File: src/rtl/band_modulator_if.sv
// Sample-stream bundle between the envelope follower side and a band_modulator.
interface band_modulator_if #(
   parameter int unsigned WIDTH = 24
);
   logic                    valid_in;
   logic signed [WIDTH-1:0] carrier_in;
   logic signed [WIDTH-1:0] envelope_in;
   logic signed [WIDTH-1:0] sample_out;
   logic                    valid_out;
   logic                    gate_open_out;

   modport master (
      output valid_in, carrier_in, envelope_in,
      input  sample_out, valid_out, gate_open_out
   );

   modport slave (
      input  valid_in, carrier_in, envelope_in,
      output sample_out, valid_out, gate_open_out
   );
endinterface

File: src/rtl/band_modulator.sv
// Per-band vocoder VCA: carrier * clamped envelope, scaled and saturated, 3-stage pipeline.
// Define BAND_MODULATOR_GATE_EN to build in the hold-timed noise gate.
module band_modulator #(
   parameter int unsigned WIDTH        = 24,
   parameter int unsigned GAIN_LOG2    = 4,
   parameter int unsigned GATE_THRESH  = 256,
   parameter int unsigned HOLD_SAMPLES = 480
) (
   input logic           clk_in,
   input logic           rst_in,
   band_modulator_if.slave bus
);

   generate
      if (GAIN_LOG2 > WIDTH - 1) begin : g_bad_gain
         $error("band_modulator: GAIN_LOG2 must be in 0..WIDTH-1");
      end
   endgenerate

   localparam int unsigned SHIFT = WIDTH - 1 - GAIN_LOG2;
   localparam logic signed [2*WIDTH-1:0] SAT_MAX = {{(WIDTH+1){1'b0}}, {(WIDTH-1){1'b1}}};
   localparam logic signed [2*WIDTH-1:0] SAT_MIN = {{(WIDTH+1){1'b1}}, {(WIDTH-1){1'b0}}};

   logic                      s1_valid_q, s2_valid_q, valid_q;
   logic signed [WIDTH-1:0]   s1_carrier_q, s1_env_q;
   logic signed [2*WIDTH-1:0] s2_prod_q;
   logic                      s2_pass_q;
   logic signed [WIDTH-1:0]   sample_q;
   logic signed [WIDTH-1:0]   env_c;
   logic signed [2*WIDTH-1:0] scaled;
   logic signed [WIDTH-1:0]   sat;
   logic                      s1_pass;

   // Envelope follower can undershoot below zero; treat that as silence.
   assign env_c = bus.envelope_in[WIDTH-1] ? '0 : bus.envelope_in;

   always_comb begin
      scaled = s2_prod_q >>> SHIFT;
      if (scaled > SAT_MAX) begin
         sat = SAT_MAX[WIDTH-1:0];
      end else if (scaled < SAT_MIN) begin
         sat = SAT_MIN[WIDTH-1:0];
      end else begin
         sat = scaled[WIDTH-1:0];
      end
   end

   always_ff @(posedge clk_in) begin
      if (rst_in) begin
         s1_valid_q   <= 1'b0;
         s2_valid_q   <= 1'b0;
         valid_q      <= 1'b0;
         s1_carrier_q <= '0;
         s1_env_q     <= '0;
         s2_prod_q    <= '0;
         s2_pass_q    <= 1'b0;
         sample_q     <= '0;
      end else begin
         s1_valid_q <= bus.valid_in;
         s2_valid_q <= s1_valid_q;
         valid_q    <= s2_valid_q;
         if (bus.valid_in) begin
            s1_carrier_q <= bus.carrier_in;
            s1_env_q     <= env_c;
         end
         if (s1_valid_q) begin
            s2_prod_q <= (2*WIDTH)'(s1_carrier_q) * (2*WIDTH)'(s1_env_q);
            s2_pass_q <= s1_pass;
         end
         if (s2_valid_q) begin
            sample_q <= s2_pass_q ? sat : '0;
         end
      end
   end

   assign bus.sample_out = sample_q;
   assign bus.valid_out  = valid_q;

`ifdef BAND_MODULATOR_GATE_EN
   localparam int unsigned HOLD_LIM = (HOLD_SAMPLES == 0) ? 1 : HOLD_SAMPLES;
   localparam int unsigned CNT_W    = $clog2(HOLD_LIM + 1);

   typedef enum logic [1:0] {StOpen, StHold, StClosed} gate_state_e;

   gate_state_e      state_q;
   logic [CNT_W-1:0] cnt_q;
   logic             gate_open_q;
   logic             above;
   logic             hold_done;

   assign above     = $unsigned(s1_env_q) >= WIDTH'(GATE_THRESH);
   assign hold_done = (32'(cnt_q) + 32'd1) >= HOLD_LIM;

   // Pass flag is the post-update gate state, so a reopening sample is heard.
   always_comb begin
      s1_pass = 1'b1;
      case (state_q)
         StOpen:   s1_pass = above || (HOLD_LIM > 1);
         StHold:   s1_pass = above || !hold_done;
         StClosed: s1_pass = above;
         default:  s1_pass = 1'b1;
      endcase
   end

   always_ff @(posedge clk_in) begin
      if (rst_in) begin
         state_q     <= StOpen;
         cnt_q       <= '0;
         gate_open_q <= 1'b1;
      end else if (s1_valid_q) begin
         gate_open_q <= s1_pass;
         case (state_q)
            StOpen: begin
               if (!above) begin
                  cnt_q   <= CNT_W'(1);
                  state_q <= (HOLD_LIM > 1) ? StHold : StClosed;
               end
            end
            StHold: begin
               if (above) begin
                  state_q <= StOpen;
                  cnt_q   <= '0;
               end else begin
                  cnt_q <= cnt_q + 1'b1;
                  if (hold_done) state_q <= StClosed;
               end
            end
            StClosed: begin
               if (above) begin
                  state_q <= StOpen;
                  cnt_q   <= '0;
               end
            end
            default: state_q <= StOpen;
         endcase
      end
   end

   assign bus.gate_open_out = gate_open_q;
`else
   assign s1_pass           = 1'b1;
   assign bus.gate_open_out = 1'b1;
`endif

endmodule

File: src/flat_wrapper.sv
// flat-port wrapper written by rule: the top's interface ports become plain ports
module band_modulator_flat 
#(
   parameter int unsigned WIDTH        = 24,
   parameter int unsigned GAIN_LOG2    = 4,
   parameter int unsigned GATE_THRESH  = 256,
   parameter int unsigned HOLD_SAMPLES = 480
)
  (clk_in, rst_in, bus_valid_in, bus_carrier_in, bus_envelope_in, bus_sample_out, bus_valid_out, bus_gate_open_out);
  band_modulator_if #(.WIDTH(WIDTH)) bus_i ();
  input logic clk_in;
  input logic rst_in;
  input wire logic [$bits(bus_i.valid_in)-1:0] bus_valid_in;
  input wire logic [$bits(bus_i.carrier_in)-1:0] bus_carrier_in;
  input wire logic [$bits(bus_i.envelope_in)-1:0] bus_envelope_in;
  output wire logic [$bits(bus_i.sample_out)-1:0] bus_sample_out;
  output wire logic [$bits(bus_i.valid_out)-1:0] bus_valid_out;
  output wire logic [$bits(bus_i.gate_open_out)-1:0] bus_gate_open_out;
  assign bus_i.valid_in = bus_valid_in;
  assign bus_i.carrier_in = bus_carrier_in;
  assign bus_i.envelope_in = bus_envelope_in;
  assign bus_sample_out = bus_i.sample_out;
  assign bus_valid_out = bus_i.valid_out;
  assign bus_gate_open_out = bus_i.gate_open_out;
  band_modulator #(.WIDTH(WIDTH), .GAIN_LOG2(GAIN_LOG2), .GATE_THRESH(GATE_THRESH), .HOLD_SAMPLES(HOLD_SAMPLES)) u_core (.clk_in(clk_in), .rst_in(rst_in), .bus(bus_i));
endmodule
File: config.mk
export PLATFORM = sky130hd
export DESIGN_NAME = band_modulator_flat
export DESIGN_NICKNAME = d
export VERILOG_FILES = /design/src/rtl/band_modulator_if.sv /design/src/rtl/band_modulator.sv /design/src/flat_wrapper.sv
export SDC_FILE = /design/constraint.sdc
export NUM_CORES = 2
export LEC_CHECK = 0
export ABC_AREA = 1
export CORE_MARGIN = 1.5
export CORE_UTILIZATION = 55
export CTS_CLUSTER_DIAMETER = 200
export DETAILED_ROUTE_END_ITERATION = 6
export PLACE_DENSITY = 0.79
export SLEW_MARGIN = 20
export SYNTH_ARGS = -nofsm -noshare
export SYNTH_HDL_FRONTEND = slang
export SYNTH_SLANG_ARGS = --single-unit
File: constraint.sdc
create_clock -name clk_in -period 14.75 [get_ports clk_in]
set_input_delay 2.95 -clock clk_in [delete_from_list [all_inputs] [get_ports clk_in]]
set_output_delay 2.95 -clock clk_in [all_outputs]
set_load 0.02 [all_outputs]
==> flow_summary.ini <==
[yosys]
synthesis.nets = 4192
ys_ff_latch = 104
syn-mean-instance-area_um2 = 7.51
synth_warnings = 0
yosysUniqueCellTypes = 31
synth_seq_area_share_pct = 8.09
ys_top_cells_by_area = fa_1 45%, inv_1 16%, nand2_1 12%
synth_cells = 3431
yosys.area.top_type = fa_1
syn_area_mm2 = 0.0257
synth_top_area_share_pct = 45.2

[cts]
cts_sinks = 104
ctsResizeCount = 0
ctsHoldBuffers = 0
htreeDepth = 3
post_cts_buffers = 0
cts_root_buf = clkbuf_16
clkLatencyLatePin_ns = 0.41
ctsLongestPathBuffers = 2
cts_tree = yes
cts_buffers = 9
clk_pin_slew_ns = 0.09

[setup_path]
slowest_stage = dfxtp_1
cp_max_fo = 24
critical_path_class = flop to flop
cp_data_arrival_time_ns = 7.98
start_kind = flop
cp_common_cell = fa_1
cp_slowest_stage_delay_ns = 0.95
path_cells = nand2_1 > inv_1 > fa_1 > fa_1 > inv_1 > fa_1 > inv_1 > fa_1 > fa_1 > fa_1 > inv_1 > fa_1 > inv_1 > ha_1 > a21oi_1 > o21ai_0 > a21oi_1 > a21boi_0 > nand3_1 > nand2_1 > nand3_1 > nand2_1 > inv_1
endpoint_kind = flop
rrSetupSlack_ns = 7.08
cp.required_ns = 15.06

[run]
max_cap_violations = 0

[global_route]
antenna_found_initial = 0
grtUsageMet3_pct = 3.38
met2_usage_pct = 50.5
grt_pass1_vias = 21701
grt_overflow = 0
gr-usage-met1_pct = 36.1
grt_max_degree = 69
track_usage_pct = 29.5
grt_most_used_layer = met2
grt_pass1_wl_mm = 109

[finish]
synthToLayoutAreaGrowth_pct = 5.72
fillCellCount = 4129
final_common_cell = inv_1
fin_nets = 4157
multi_input_area_mm2 = 0.0189
layout.cells.most_common_list = 1114 x inv_1, 818 x nand2_1, 582 x fa_1
layout-drive-gt1-share_pct = 1.71
ff_latch_area_mm2 = 0.00208

[drt]
num_vias = 20561
routed_wl_mm = 65.8
wl_per_cell_um = 16.4
firstDrtPassIters = 6
drc_errors = 0
antenna_left = 0
via_per_inst = 5.13
initialDrtViolationCount = 1499

[placement]
numPortBuffers = 75
gp_routability_congestion = 1.00
pre_cts_ws_ns = 7.16
dp_hpwl_mm = 54.1

[power_and_ir_drop]
p_sw_share_pct = 46.2
internal-power_mw = 0.655
ir_drop_v = 0.0000699
clockPowerShare_pct = 22.8
power_leakage_nw = 16.7
pwr-share-comb_pct = 49.2
p_per_area_mw_per_mm2 = 44.7
switchingPower_mw = 0.562
finalPower_mw = 1.22
seq_power_share_pct = 27.9

[sta]
layout_worst_path_cycle_share_pct = 52.0
finalClockSkew_ns = 0.0172
timing.final.ws_setup_ns = 7.08
relSlewSlack_pct = 20.0
setup_violations = 0
slew_violations = 0
hold_viol = 0
setup-tns-final_ns = 0
rsz0062_at_grt = no
worst_pin_slew_ns = 1.20
fin_crit_ns = 7.67
fmax_ghz = 0.130

[run_status]
status = finished, final reports clean

[floorplan]
start_util_pct = 55.5
core_mm2 = 0.0464
io_pins = 77
die-height_um = 219
die_w_um = 219
fp-row-count = 79
dieArea_mm2 = 0.0481

[hold_path]
hp-class = flop to flop
final timing paths:
kind / depth (start not counted) / from / end
worst max register to register: 23 / u_core.s1_carrier_q[23]$_SDFFE_PP0P_ / u_core.s2_prod_q[38]$_SDFFE_PP0P_
worst max-delay path: 23 / u_core.s1_carrier_q[23]$_SDFFE_PP0P_ / u_core.s2_prod_q[38]$_SDFFE_PP0P_
worst min register to register: 2 / u_core.bus.sample_out[3]$_SDFFE_PP0P_ / u_core.bus.sample_out[3]$_SDFFE_PP0P_
worst min-delay path: 2 / u_core.bus.sample_out[3]$_SDFFE_PP0P_ / u_core.bus.sample_out[3]$_SDFFE_PP0P_
metrics by stage:
step / utilization, % / area (um^2) / instances / hold slack, ns
4_1_cts: 58.7 / 27200 / 4008 / 0.467
2_1_floorplan: - / 25700 / 3431 / 0.448
3_5_place_dp: 58.0 / 26900 / 3992 / 0.455
3_3_place_gp: 58.0 / 26900 / 3992 / 0.453
6_report: 58.7 / 27200 / 4009 / 0.466
5_1_grt: 58.7 / 27200 / 4008 / 0.479
synth_stat cells:
cell type,count
nand2_2,9
o31ai_1,1
xor2_1,7
nand4_1,12
dfxtp_1,104
or2_2,1
a21o_1,10
o21a_1,4
a21oi_1,123
o21ai_1,1
nor2_2,1
clkinv_1,1
nand2b_1,1
o21ai_0,98
inv_1,1116
a31oi_1,2
nor3_1,10
and2_1,1
nor4_1,1
buf_1,4
a21boi_0,3
conb_1,1
fa_1,582
nand3_1,54
ha_1,128
o21bai_1,6
nor2_1,181
buf_4,1
nand2_1,818
xnor2_1,7
clkbuf_1,143
final cells by class:
class | count | area share, %
Multi-Input combinational cell | 2062 | 69.5
Inverter | 1117 | 15.4
Sequential cell | 104 | 7.66
Timing Repair Buffer | 102 | 3.48
Tap cell | 607 | 2.79
Clock buffer | 10 | 0.841
Clock inverter | 6 | 0.303
Antenna cell | 1 | 0.00919
worst max-delay path: cells and delay by family (launching register included):
kind,cells,cell delay [ns]
adders and majority gates,8,4.41
DFF,1,0.95
buffers and inverters,6,0.78
and+or+nand+nor,5,0.54
AOI/OAI and AO/OA,4,0.86
flip-flops by register name (all words and copies together), names as in the netlist:
register / flops
u_core.s1_valid_q: 1
u_core.s1_env_q: 23
u_core.s2_pass_q: 1
u_core.s2_prod_q: 29
u_core.s1_carrier_q: 24
u_core.bus.valid_out: 1
u_core.bus.sample_out: 24
u_core.s2_valid_q: 1
cells by family (layout without fill, tap and decap cells):
group	after synthesis	in the layout	synth area share, %
other cells	1	2	0.0146
xor+xnor	14	14	0.476
fa+ha+maj	710	710	51.5
compound gates	248	248	5.06
simple gates	1089	1089	16.4
buf+inv	1265	1235	18.5
flops	104	104	8.09
power groups by stage:
stage,logic (mW),clock network [mW],registers (mW)
after floorplan,0.429,0,0.312
after global placement,0.584,0,0.344
after detailed placement,0.596,0,0.344
after CTS,0.601,0.281,0.338
after global routing,0.681,0.287,0.342
final,0.599,0.278,0.340
metal layers:
metal  up-vias  wire length [um]
li1       9472                 -
met1     10031             25200
met2       844             32200
met3       214              4400
met4         0              3990
met5         -                 0
No activity file was read; power rests on OpenSTA's default activity.
